**config.mk**
```make
export PLATFORM = sky130hd
export DESIGN_NAME = bnn_feature_loader
export DESIGN_NICKNAME = d
export VERILOG_FILES = /design/src/rtl/bnn_feature_loader.sv
export SDC_FILE = /design/constraint.sdc
export NUM_CORES = 1
export LEC_CHECK = 0
export ABC_CLOCK_PERIOD_IN_PS = 2170
export CORE_UTILIZATION = 41
export CTS_BUF_LIST = sky130_fd_sc_hd__clkbuf_4 sky130_fd_sc_hd__clkbuf_8
export DETAILED_ROUTE_END_ITERATION = 8
export PLACE_DENSITY = 0.77
export SLEW_MARGIN = 20
export SYNTH_ARGS = -nofsm -noshare
export SYNTH_HDL_FRONTEND = slang
export SYNTH_SLANG_ARGS = --single-unit
export TNS_END_PERCENT = 10
```
**constraint.sdc**
```tcl
create_clock -name clk -period 2.17 [get_ports clk]
set_input_delay 0.3255 -clock clk [delete_from_list [all_inputs] [get_ports clk]]
set_output_delay 0.3255 -clock clk [all_outputs]
set_load 0.01 [all_outputs]
```
**src/rtl/bnn_feature_loader.sv**
```systemverilog
// bnn_feature_loader
//   Input stage of the microgreen BNN classifier. Feature bytes arrive one per
//   strobe, get binarized against a programmable threshold, and are packed
//   into a NUM_FEAT-bit vector. The vector is offered to the XNOR/popcount
//   core over a valid/ready handshake.
//
// Ports:
//   clk         system clock, rising edge
//   rst_n       synchronous active-low reset
//   in_data     feature byte, or threshold value when in_is_thr=1
//   in_valid    single-cycle strobe qualifying in_data
//   in_is_thr   1: in_data loads the threshold; 0: in_data is a feature
//   clr         synchronous soft clear of the partial vector and overrun flag
//   feat_ready  core ready to consume the vector
//   feat_vec    binarized vector, bit i = i-th feature received
//   feat_valid  feat_vec complete and stable
//   fill_cnt    features collected into the current vector
//   thr         current threshold
//   overrun     sticky: a feature byte was dropped while a vector was held
module bnn_feature_loader #(
  parameter int          NUM_FEAT = 8,
  parameter logic [7:0]  THR_RST  = 8'h80,
  parameter int          CNT_W    = 4
) (
  input  logic                clk,
  input  logic                rst_n,
  input  logic [7:0]          in_data,
  input  logic                in_valid,
  input  logic                in_is_thr,
  input  logic                clr,
  input  logic                feat_ready,
  output logic [NUM_FEAT-1:0] feat_vec,
  output logic                feat_valid,
  output logic [CNT_W-1:0]    fill_cnt,
  output logic [7:0]          thr,
  output logic                overrun
);

  localparam logic [0:0]       S_COLLECT = 1'b0;
  localparam logic [0:0]       S_HOLD    = 1'b1;
  localparam logic [CNT_W-1:0] LAST_IDX  = CNT_W'(NUM_FEAT - 1);

  logic [0:0]          r_state;
  logic [NUM_FEAT-1:0] r_acc;    // vector under construction
  logic [NUM_FEAT-1:0] r_vec;    // completed vector offered to the core
  logic                r_valid;
  logic [CNT_W-1:0]    r_cnt;
  logic [7:0]          r_thr;
  logic                r_ovr;

  logic                w_feat;
  logic                w_take;
  logic                w_bit;
  logic [NUM_FEAT-1:0] w_mask;
  logic [NUM_FEAT-1:0] w_acc_nxt;
  logic [NUM_FEAT-1:0] w_first;

  assign w_feat    = in_valid & ~in_is_thr;
  // clr on the same edge as a feature strobe discards the byte
  assign w_take    = w_feat & ~clr;
  assign w_bit     = (in_data >= r_thr);
  assign w_mask    = {{(NUM_FEAT-1){1'b0}}, 1'b1} << r_cnt;
  assign w_acc_nxt = r_acc | (w_bit ? w_mask : '0);
  assign w_first   = {{(NUM_FEAT-1){1'b0}}, w_bit};

  // While a vector is held the output shows it; otherwise it shows the
  // partial accumulation, so a zero-bubble byte only appears after valid drops.
  assign feat_vec   = r_valid ? r_vec : r_acc;
  assign feat_valid = r_valid;
  assign fill_cnt   = r_cnt;
  assign thr        = r_thr;
  assign overrun    = r_ovr;

  always_ff @(posedge clk) begin
    if (!rst_n) begin
      r_state <= S_COLLECT;
      r_acc   <= '0;
      r_vec   <= '0;
      r_valid <= 1'b0;
      r_cnt   <= '0;
      r_thr   <= THR_RST;
      r_ovr   <= 1'b0;
    end else begin
      if (in_valid && in_is_thr) begin
        r_thr <= in_data;
      end

      case (r_state)
        S_COLLECT: begin
          if (w_take) begin
            if (r_cnt == LAST_IDX) begin
              r_vec   <= w_acc_nxt;
              r_acc   <= '0;
              r_cnt   <= '0;
              r_valid <= 1'b1;
              r_state <= S_HOLD;
            end else begin
              r_acc <= w_acc_nxt;
              r_cnt <= r_cnt + CNT_W'(1);
            end
          end
        end
        default: begin
          if (feat_ready) begin
            r_valid <= 1'b0;
            r_state <= S_COLLECT;
            // zero-bubble: byte on the handshake edge starts the next vector
            if (w_take) begin
              r_acc <= w_first;
              r_cnt <= CNT_W'(1);
            end
          end else if (w_take) begin
            r_ovr <= 1'b1;
          end
        end
      endcase

      // Soft clear only touches the partial vector; a held vector survives.
      if (clr) begin
        r_acc <= '0;
        r_cnt <= '0;
        r_ovr <= 1'b0;
      end
    end
  end

endmodule

```
; ---- Word-level counts from Yosys, hierarchy flattened
; Index checks and enable logic that the tools add are counted.
[word_totals]
reg_bits = 31
out_inout_bits = 22
elab_cells = 48
[op_classes]
n_addsub = 1
order_cmp = 1
eq_ne = 2
shifts = 1
n_mux = 20
bitwise_logic = 8
reduce_logical = 8
[op_table]
columns = operator, n
row1 = two-way mux 8 bit, 7
row2 = two-way mux 4 bit, 5
row3 = AND reduction 3 bit, 3
row4 = greater-or-equal comparator 8 bit, 1
row5 = two-way mux 1 bit, 8
row6 = OR 8 bit, 1
row7 = left shift 1 x 4 -> 8 bit (first input constant), 1
row8 = inverter 1 bit, 5
row9 = adder 4 x 1 -> 4 bit (second input constant), 1
row10 = == test 4 x 3 -> 1 bit (second input constant), 1
row11 = nonzero test 2 bit, 2
row12 = AND 1 bit, 2
row13 = inequality test 2 bit (second input constant), 1
row14 = AND reduction 2 bit, 1
row15 = OR reduction 2 bit, 1
row16 = logical AND 1 bit, 1

; ---- Longest topological paths before layout
[logic_depth]
word_depth = 6
depth_mapped = 7
depth_no_buf = 7

; ---- Worst setup path before layout
; No wires, ideal clock.
[synth_path]
path_kind = reg-to-reg
startpoint = register r_thr[2], in the netlist thr[2]
endpoint = register r_vec[4]
arrival_time_ns = 1.607
slack_ns = 0.427
path_stages_with_launch = 8
path_buffers = 0
path_cell_list = dfxtp_1 -> inv_1 -> ha_1 -> and3_1 -> o21ai_0 -> o21ai_0 -> a21oi_1 -> o21ai_0
[synth_via]
elab_chain_len = 3
[synth_lines]
columns = element, line_no
row1 = start: declaration, 48  ; logic [7:0] r_thr;
row2 = start signal: assignment, 85  ; r_thr <= in_data;
row3 = greater-or-equal comparator 8 bit, 61  ; assign w_bit = (in_data >= r_thr);
row4 = two-way mux 8 bit, 63  ; assign w_acc_nxt = r_acc | (w_bit ? w_mask : '0);
row5 = OR 8 bit, 63
row6 = end signal: assignment, 92  ; r_vec <= w_acc_nxt;
row7 = end: declaration, 45  ; logic [NUM_FEAT-1:0] r_vec;
; Every way passes these cells.
; A chain may end at the register's enable or synchronous reset.

; ---- Final worst setup path
[layout_path]
startpoint = register r_valid, in the netlist feat_valid
endpoint = output port feat_vec[3]
[layout_via]
elab_chain_len = 1
[layout_lines]
columns = element, line_no
row1 = start: declaration, 46  ; logic r_valid;
row2 = start signal: assignment, 79  ; r_valid <= 1'b0;
row3 = start signal: assignment, 95  ; r_valid <= 1'b1;
row4 = start signal: assignment, 105  ; r_valid <= 1'b0;
row5 = two-way mux 8 bit, 68  ; assign feat_vec = r_valid ? r_vec : r_acc;
row6 = end: declaration, 32  ; output logic [NUM_FEAT-1:0] feat_vec,
; Every way passes these cells.

==> impl_metrics.sql <==
INSERT INTO impl_metrics (metric_group, metric, value, unit) VALUES
('placed_design', 'post_dp_cell_area', '2180', 'µm²'),
('die', 'area_of_the_die', '4440', 'µm²'),
('placed_design', 'placed_cells_incl_taps', '286', ''),
('setup_path', 'critPathArrivalTime', '1.74', 'ns'),
('flow_run', 'max-cap-violations', '0', ''),
('die', 'die_width', '66.7', 'µm'),
('detailed_routing', 'routed_wl', '4060', 'µm'),
('yosys', 'post-synth-top-area-cell', 'sky130_fd_sc_hd__dfxtp_1', ''),
('global_route', 'grt_pass1_wl', '6830', 'µm'),
('layout', 'synthToLayoutAreaGrowth', '31.5', '%'),
('timing', 'final.setup_skew', '0.00450', 'ns'),
('placed_design', 'place.detailed.hpwl', '2960', 'µm'),
('run_status', 'outcome', 'completed', ''),
('clocking', 'tritoncts.num_buffers', '5', ''),
('yosys', 'top_flip_flop_cell_by_instance_count_after_synthesis', 'sky130_fd_sc_hd__dfxtp_1', ''),
('detailed_routing', 'drt-pass1-iter-count', '4', ''),
('timing', 'final-setup-viol-count', '0', ''),
('placed_design', 'gp_routability_congestion', '0.834', ''),
('detailed_routing', 'drt-wirelength-per-cell', '13.9', 'µm'),
('layout', 'final_design_area_no_fill', '2250', 'µm²'),
('timing', 'slew_headroom', '0.702', ''),
('timing', 'rsz0062_at_grt', 'no', ''),
('clocking', 'cts_hold_buf', '0', ''),
('global_route', 'globalRouteOverflowTotal', '0', ''),
('global_route', 'grt_antenna_before_repair', '0', ''),
('die', 'die_h', '66.7', 'µm'),
('pwr', 'p_per_area', '519', 'nW/µm²'),
('setup_path', 'crit_path_start_kind', 'flip-flop', ''),
('timing', 'final_period_minus_worst_setup_slack', '2.06', 'ns'),
('layout', 'fillerInstances', '374', ''),
('pwr', 'power.static_leakage', '0.850', 'nW'),
('setup_path', 'timing_worst_setup_path_type', 'flip-flop to primary output', ''),
('detailed_routing', 'detailroute.via_count', '1559', ''),
('yosys', 'syn-instance-count', '198', ''),
('clocking', 'cts.sink_count', '31', ''),
('yosys', 'yosys.cell_count.top_type', 'sky130_fd_sc_hd__dfxtp_1', ''),
('detailed_routing', 'drt-initial-drc-count', '61', ''),
('yosys', 'yosys-top-cells-count', 'sky130_fd_sc_hd__dfxtp_1 (31), sky130_fd_sc_hd__nand2_1 (23), sky130_fd_sc_hd__ha_1 (14)', ''),
('layout', 'post_layout_nonfiller_instances', '292', ''),
('layout', 'nets', '271', ''),
('die', 'fp.coreArea', '4000', 'µm²'),
('yosys', 'post_synth_instance_area', '1710', 'µm²'),
('global_route', 'globalRouteTotalUtil', '0.206', ''),
('setup_path', 'cp_max_fo', '10', ''),
('worst_hold_path', 'timing.hold.worst_path_depth', '2', ''),
('clocking', 'cts_tree', 'built', ''),
('die', 'floorplan.initialDensity', '0.429', ''),
('yosys', 'top_cells_by_area_in_the_synthesized_netlist', 'sky130_fd_sc_hd__dfxtp_1 (36%), sky130_fd_sc_hd__ha_1 (10%), sky130_fd_sc_hd__mux2_2 (5.3%), sky130_fd_sc_hd__nand2_1 (5.0%), sky130_fd_sc_hd__a21boi_0 (3.5%)', ''),
('setup_path', 'ff2ff_path_depth', '6', ''),
('die', 'top_level_ports', '36', ''),
('clocking', 'cts.root.buffer_cell', 'sky130_fd_sc_hd__clkbuf_8', ''),
('die', 'std_cell_rows', '23', ''),
('clocking', 'cts.repair.resized', '0', ''),
('clocking', 'cts_max_level', '2', ''),
('yosys', 'synth-edff-count', '0', ''),
('global_route', 'grt_start_max_net_pins', '22', ''),
('clocking', 'insertion_delay', '0.28', 'ns'),
('yosys', 'share_of_synthesized_flip_flops_with_an_asynchronous_set_or_reset', '0', ''),
('setup_path', 'crit_required', '1.84', 'ns'),
('yosys', 'ys.warnings.count', '0', ''),
('timing', 'period_share', '0.950', ''),
('timing', 'max_freq', '485', 'MHz'),
('timing', 'drv_slew', '0', ''),
('timing', 'finalHoldViolations', '0', ''),
('pwr', 'report.power.total', '0.00117', 'W'),
('detailed_routing', 'ant_nets', '0', ''),
('pwr', 'worst_ir_drop_vdd', '413', 'µV'),
('yosys', 'postSynthNetCount', '226', ''),
('global_route', 'vias_in_the_first_global_route', '1562', ''),
('worst_hold_path', 'holdCritPathClass', 'flip-flop to flip-flop', ''),
('timing', 'worstMarginPinSlew', '0.443', 'ns');
==> cell families (layout without fill, tap and decap cells) <==
| logic type | Yosys count | in the layout | synth area share |
|---|---|---|---|
| simple gates | 72 | 72 | 0.226 |
| compound gates | 52 | 52 | 0.209 |
| flops | 31 | 31 | 0.362 |
| buf+inv | 21 | 65 | 0.0474 |
| fa+ha+maj | 14 | 14 | 0.102 |
| mux | 8 | 8 | 0.0526 |
==> area by class of cell <==
cell class,count,area [µm²],share of cell area
multi-input cells,146,1010,0.449
flip-flops and latches,31,621,0.275
repair buffers,46,433,0.192
clock buffers,6,76.3,0.0339
well taps,50,62.6,0.0278
inverters,13,48.8,0.0217
==> placed cells by master, fill, tap and decap left out, types with 5 or more instances in the layout <==
cell                               n
sky130_fd_sc_hd__clkdlybuf4s50_1  35
sky130_fd_sc_hd__dfxtp_1          31
sky130_fd_sc_hd__nand2_1          23
sky130_fd_sc_hd__ha_1             14
sky130_fd_sc_hd__inv_1            13
sky130_fd_sc_hd__buf_4            11
sky130_fd_sc_hd__nand3_1          10
sky130_fd_sc_hd__a21oi_1          10
sky130_fd_sc_hd__mux2_2            8
sky130_fd_sc_hd__nor2_1            8
sky130_fd_sc_hd__a21boi_0          8
sky130_fd_sc_hd__nor2b_1           7
sky130_fd_sc_hd__o21ai_0           7
sky130_fd_sc_hd__nand4_1           6
sky130_fd_sc_hd__nand2b_1          5
sky130_fd_sc_hd__clkbuf_8          5
==> report_power, final <==
group	total, W	internal (W)	switching, W
clock	0.000417	0.000225	0.000192
combinational	0.000167	0.0000827	0.0000846
sequential	0.000584	0.000578	0.00000646
total	0.00117	0.000886	0.000283
==> state kept, by name, indices dropped and copies added, names as in the netlist <==
signal	cells
r_state	1
overrun	1
thr	8
feat_valid	1
r_acc	8
r_vec	8
fill_cnt	4
==> critical path, cell delays in order (launching register included) <==
cell and delay (ns):
sky130_fd_sc_hd__dfxtp_1 0.59, sky130_fd_sc_hd__mux2_2 0.39, sky130_fd_sc_hd__clkdlybuf4s50_1 0.48
==> per-layer routing <==
layer | GRT usage | up-vias | share of wire
met2 | 0.360 | 25 | 0.49
met3 | 0.0634 | 6 | 0.042
met4 | 0.0585 | 0 | 0.012
met1 | 0.239 | 731 | 0.46
li1 | - | 797 | -
met5 | 0 | - | 0
==> path summary, 6_finish.rpt <==
check | endpoint | startpoint | slack, ns
max | feat_vec[3] | feat_valid | 0.11
max reg2reg | r_vec[4] | fill_cnt[1] | 0.28
min | r_vec[0] | r_vec[0] | 0.45
min reg2reg | r_vec[0] | r_vec[0] | 0.45
==> stage by stage <==
step / setup TNS, ns / hold WS (ns) / utilization
floorplan: 0 / 0.432 / -
global placement: 0 / 0.436 / 0.544
detailed placement: -0.00497 / 0.445 / 0.544
CTS: 0 / 0.453 / 0.563
global route: 0 / 0.476 / 0.563
finish: 0 / 0.449 / 0.563
Note: power is estimated with default switching activity, not from simulation.
